**src/rtl/door_motion_controller.sv**
```systemverilog
// Door motor controller: remote edge detect, pause/reverse on press,
// obstacle auto-reverse, travel-timeout fault and optional auto-close.
// Outputs are Moore-decoded from the state register.
module door_motion_controller #(
  parameter int TRAVEL_MAX = 64,
  parameter int AUTO_CLOSE = 0,
  parameter int CNT_W      = 16
) (
  input  logic       clk,
  input  logic       rst,
  input  logic       remote,
  input  logic       open_limit,
  input  logic       closed_limit,
  input  logic       obstacle,
  output logic [1:0] control,
  output logic [2:0] state_o,
  output logic       fault
);

  typedef enum logic [2:0] {
    S_CLOSED     = 3'd0,
    S_OPENING    = 3'd1,
    S_STOP_OPEN  = 3'd2,
    S_OPEN       = 3'd3,
    S_CLOSING    = 3'd4,
    S_STOP_CLOSE = 3'd5,
    S_FAULT      = 3'd6
  } state_e;

  // Last count value of a travel / auto-close interval; the transition fires
  // on that cycle so residency is exactly TRAVEL_MAX / AUTO_CLOSE cycles.
  localparam logic [CNT_W-1:0] TRAVEL_LAST = CNT_W'(TRAVEL_MAX - 1);
  localparam logic [CNT_W-1:0] AC_LAST     = CNT_W'((AUTO_CLOSE == 0) ? 0 : AUTO_CLOSE - 1);
  localparam bit               AC_EN       = (AUTO_CLOSE != 0);

  state_e           state_q, state_d;
  logic [CNT_W-1:0] cnt_q, cnt_d;
  logic             remote_q;
  logic             press;
  logic             timeout;

  // remote_q resets high so a button held through reset is not a press.
  assign press   = remote & ~remote_q;
  assign timeout = (cnt_q == TRAVEL_LAST);

  // State, timer and remote history registers.
  always_ff @(posedge clk or posedge rst) begin
    if (rst) begin
      state_q  <= S_CLOSED;
      cnt_q    <= '0;
      remote_q <= 1'b1;
    end else begin
      state_q  <= state_d;
      cnt_q    <= cnt_d;
      remote_q <= remote;
    end
  end

  // Next-state logic; within each state the earlier test has priority.
  always_comb begin
    state_d = state_q;
    case (state_q)
      S_CLOSED:     if (press) state_d = S_OPENING;
      S_OPENING: begin
        if (open_limit)   state_d = S_OPEN;
        else if (timeout) state_d = S_FAULT;
        else if (press)   state_d = S_STOP_OPEN;
      end
      S_STOP_OPEN:  if (press) state_d = S_CLOSING;
      S_OPEN: begin
        if (press && !obstacle)                              state_d = S_CLOSING;
        else if (AC_EN && (cnt_q == AC_LAST) && !obstacle)   state_d = S_CLOSING;
      end
      S_CLOSING: begin
        if (closed_limit)  state_d = S_CLOSED;
        else if (obstacle) state_d = S_OPENING;
        else if (timeout)  state_d = S_FAULT;
        else if (press)    state_d = S_STOP_CLOSE;
      end
      S_STOP_CLOSE: if (press) state_d = S_OPENING;
      S_FAULT:      if (press) state_d = S_OPENING;
      default:      state_d = S_FAULT;
    endcase
  end

  // Timer: cleared on any state change, held at 0 in OPEN while the beam is
  // broken, otherwise counts (saturating) in the timed states.
  always_comb begin
    cnt_d = cnt_q;
    if (state_d != state_q)
      cnt_d = '0;
    else if (state_q == S_OPEN && obstacle)
      cnt_d = '0;
    else if ((state_q == S_OPENING || state_q == S_CLOSING || state_q == S_OPEN) &&
             (cnt_q != '1))
      cnt_d = cnt_q + CNT_W'(1);
  end

  // Moore output decode.
  always_comb begin
    control = 2'b00;
    case (state_q)
      S_OPENING: control = 2'b10;
      S_CLOSING: control = 2'b11;
      default:   control = 2'b00;
    endcase
  end

  assign state_o = state_q;
  assign fault   = (state_q == S_FAULT);

endmodule

```
**config.mk**
```make
export PLATFORM = sky130hd
export DESIGN_NAME = door_motion_controller
export DESIGN_NICKNAME = d
export VERILOG_FILES = /design/src/rtl/door_motion_controller.sv
export SDC_FILE = /design/constraint.sdc
export NUM_CORES = 1
export LEC_CHECK = 0
export CAP_MARGIN = 10
export CORE_ASPECT_RATIO = 1.75
export CORE_UTILIZATION = 50
export DETAILED_ROUTE_END_ITERATION = 10
export GPL_TIMING_DRIVEN = 0
export PLACE_DENSITY_LB_ADDON = 0.1
export REMOVE_ABC_BUFFERS = 1
export SLEW_MARGIN = 20
export SYNTH_ARGS = -nofsm -noshare
export SYNTH_HDL_FRONTEND = slang
export SYNTH_SLANG_ARGS = --single-unit
```
**constraint.sdc**
```tcl
create_clock -name clk -period 4.1 [get_ports clk]
set_input_delay 0.82 -clock clk [delete_from_list [all_inputs] [get_ports clk]]
set_output_delay 0.82 -clock clk [all_outputs]
set_load 0.005 [all_outputs]
```
==> out/qor.txt <==
status -> complete, no violations
Sw Ratio -> 0.430
Final Critical Period -> 3.06 ns
Reg power frac -> 0.351
Design Power -> 786 uW
drt first pass iters -> 4
# DRC -> 0
crit-path cells -> clkdlybuf4s50_1 > or3b_1 > and3_4 > a221oi_4 > o2111a_1 > o2111ai_4 > a311oi_1
# resized after CTS -> 0
Diodes inserted -> 0
pin count of the biggest net entering global routing -> 21
critical path depth -> 7
fillers -> 222
Horiz. Die Dim -> 41.4 um
Main synth FF type -> dfrtp_1
Power Density -> 519 nW/um^2
slew margin rel. -> 0.500
Std-Cell Rows -> 24
critical path endpoint -> cnt_q[3]$_DFFE_PP0P_
crit-path max FO -> 16
Crit. Startpoint -> remote
final setup fails -> 0
number of enable flip-flop cells after synthesis -> 0
delay-heaviest family, CP -> compound AO/OA/AOI/OAI gates
Worst R2R Path Depth -> 6
Slew @ Worst Pin -> 0.749 ns
vias -> 1183
utilization after layout -> 0.600
CTS clock-pin slew for the worst setup and hold paths -> 0.07 ns
Switch Pwr -> 338 uW
critical path arrival -> 3.21 ns
buffer and inverter count on the worst path -> 1
r2r setup slk -> 1.48 ns
Async S/R FF share, synth -> 1.00
setup TNS -> 0 ns
DP Area -> 1470 um^2
crit path setup slack, layout -> 1.04 ns
CP Capture Type -> register
die area -> 2930 um^2
fmax -> 327 MHz
Hold Buf Count CTS -> 0
GPL Wtd Cong -> 0.799
later-pin clock latency in the skew report -> 0.26 ns
area leader, netlist -> dfrtp_1
Max-Cap Viols -> 0
CP max stage delay -> 0.53 ns
top post-synthesis cells by area -> dfrtp_1 (35%), nor2_2 (4.6%), xor2_1 (4.5%)
Yosys reg bits -> 20
reg2reg start -> state_o[0]$_DFF_PP0_
max-slew violation total from the final report -> 0
Hold WS -> 0.532 ns
Int Pwr -> 448 uW
vias per cell -> 6.43
Cells after DPL -> 180
register area share after synthesis -> 0.370
Max VDD drop -> 0.000336 V
clk root buf -> clkbuf_8
H-tree depth -> 1
Sink Count -> 20
leak pwr -> 0.607 nW
CTS Buf Count -> 3
storage element area -> 502 um^2
Worst setup SP type -> primary input
core area -> 2520 um^2
RR Endpoint -> cnt_q[3]$_DFFE_PP0P_
RSZ-0062 raised after global routing -> false
clk buf depth -> 2
Final ANT Viol Nets -> 0
area of the mapped netlist -> 1360 um^2
Area Growth Syn to Fin -> 11.7%
Finished Layout Cells -> 184
vias in the first global route -> 1078
CP max stage cell -> clkdlybuf4s50_1
boundary pin count -> 12
die height -> 70.9 um
post-synth cell types -> 41
period utilization -> 0.745
antenna violations before repair -> 0
placed wire-length estimate -> 2230 um
final wirelength -> 2920 um
Clock Power Share -> 0.169
postcts setup bufs -> 0
multi-input logic area -> 806 um^2
Setup CP Type -> primary input to register
setup slack after placement -> 0.785 ns
DRT iter0 DRCs -> 33
Fin. Hold Viols -> 0
post-synth top area share -> 0.351
Post-layout nets -> 166
Initial Utilization -> 0.537
detailed-route wire length per cell -> 15.9 um
Syn Area/Cell -> 9.16 um^2
Total GRT Usage -> 0.229
Required @ worst endpoint -> 4.25 ns
yosys warns -> 0
Logic pwr share -> 0.480
Final Cell Area -> 1510 um^2
layout cells sized above 1 -> 0.133
gr ovfl total -> 0
first-pass GRT wire length -> 4660 um
Clock Skew -> 0.00828 ns
TritonCTS clock tree -> yes
IO buf count -> 11
Synth Instances -> 148
Hold Path Class -> register to register
## placed cells by master (no fill, tap or decap), drive strengths merged
master | synthesis | final
nor2 | 23 | 23
dfrtp | 19 | 19
nand2 | 12 | 12
clkdlybuf4s50 | 0 | 11
a21oi | 9 | 9
o21ai | 9 | 9
nand3 | 7 | 7
xor2 | 7 | 7
nand4 | 6 | 6
inv | 5 | 5
and3 | 5 | 5
and4 | 4 | 4
clkbuf | 2 | 4
nor2b | 3 | 3
or3b | 3 | 3
nand2b | 3 | 3
nor4 | 3 | 3
xnor2 | 3 | 3
mux2i | 3 | 3
a22o | 2 | 2
nor3b | 2 | 2
o22ai | 2 | 2
a311oi | 2 | 2
nor4bb | 1 | 1
a221oi | 1 | 1
o2111a | 1 | 1
a32oi | 1 | 1
nor3 | 1 | 1
a21o | 1 | 1
o2111ai | 1 | 1
a211oi | 1 | 1
a2111oi | 1 | 1
ha | 1 | 1
dfstp | 1 | 1
## logic make-up (layout without fill, tap and decap cells)
family / after synthesis / in the layout / synth area share
XOR/XNOR: 10 / 10 / 0.0646
AND/OR/NAND/NOR: 73 / 73 / 0.305
adder cells (fa/ha/maj): 1 / 1 / 0.00923
buffers and inverters: 10 / 20 / 0.0351
AO/OA/AOI/OAI: 31 / 31 / 0.194
multiplexers: 3 / 3 / 0.0222
flip-flops: 20 / 20 / 0.370
## worst register-to-register path, stage by stage, from the launching register on
cell       delay, ns
dfrtp_1         0.56
or3b_1          0.52
and3_4          0.22
a221oi_4        0.23
o2111a_1        0.28
o2111ai_4       0.36
a311oi_1        0.33
## state kept, by name, indices dropped and copies added, names as in the netlist
| signal | count |
|---|---|
| state_o | 3 |
| cnt_q | 16 |
| remote_q | 1 |
## synthesized netlist by cell type, types with 2 or more instances
library cell and number:
mux2i_1 3, clkbuf_1 2, and3_1 4, nor3b_1 2
nor2_1 13, nor4_1 3, o21ai_0 8, nand2b_1 3
buf_2 2, nor2_2 10, xor2_1 7, nor2b_1 3
a21oi_1 8, xnor2_1 3, nand4_1 6, dfrtp_1 19
and4_1 4, a22o_1 2, inv_1 4, nand3_1 7
nand2_1 12, or3b_1 3, o22ai_1 2
## layout make-up
class	instances	share of cell area
well taps	26	0.0215
multi-input cells	118	0.532
inverters	5	0.0124
repair buffers	11	0.0727
flip-flops and latches	20	0.331
clock buffers	4	0.0298
## worst min-delay path by stage
stage	start	end	slack [ns]	cells after the start
final	cnt_q[3]$_DFFE_PP0P_	cnt_q[3]$_DFFE_PP0P_	0.53	1
after global routing	cnt_q[3]$_DFFE_PP0P_	cnt_q[3]$_DFFE_PP0P_	0.55	1
after CTS	cnt_q[3]$_DFFE_PP0P_	cnt_q[3]$_DFFE_PP0P_	0.53	1
after detailed placement	cnt_q[3]$_DFFE_PP0P_	cnt_q[3]$_DFFE_PP0P_	0.52	1
after global placement	cnt_q[3]$_DFFE_PP0P_	cnt_q[3]$_DFFE_PP0P_	0.51	1
after floorplan	cnt_q[3]$_DFFE_PP0P_	cnt_q[3]$_DFFE_PP0P_	0.49	1
## power groups by stage
stage	logic [mW]	registers, mW	clock network, mW
2_1_floorplan	0.274	0.264	0
3_3_place_gp	0.372	0.276	0
3_5_place_dp	0.378	0.278	0
4_1_cts	0.380	0.273	0.136
5_1_grt	0.422	0.282	0.143
6_report	0.377	0.276	0.133
## per-layer routing
| metal | vias to the layer above | part of all wire | global-route usage |
|---|---|---|---|
| li1 | 563 | - | - |
| met1 | 587 | 0.38 | 0.239 |
| met2 | 28 | 0.58 | 0.422 |
| met3 | 5 | 0.026 | 0.0282 |
| met4 | 0 | 0.015 | 0.0789 |
| met5 | - | 0 | 0 |
Power figures use the tool's default switching activity.
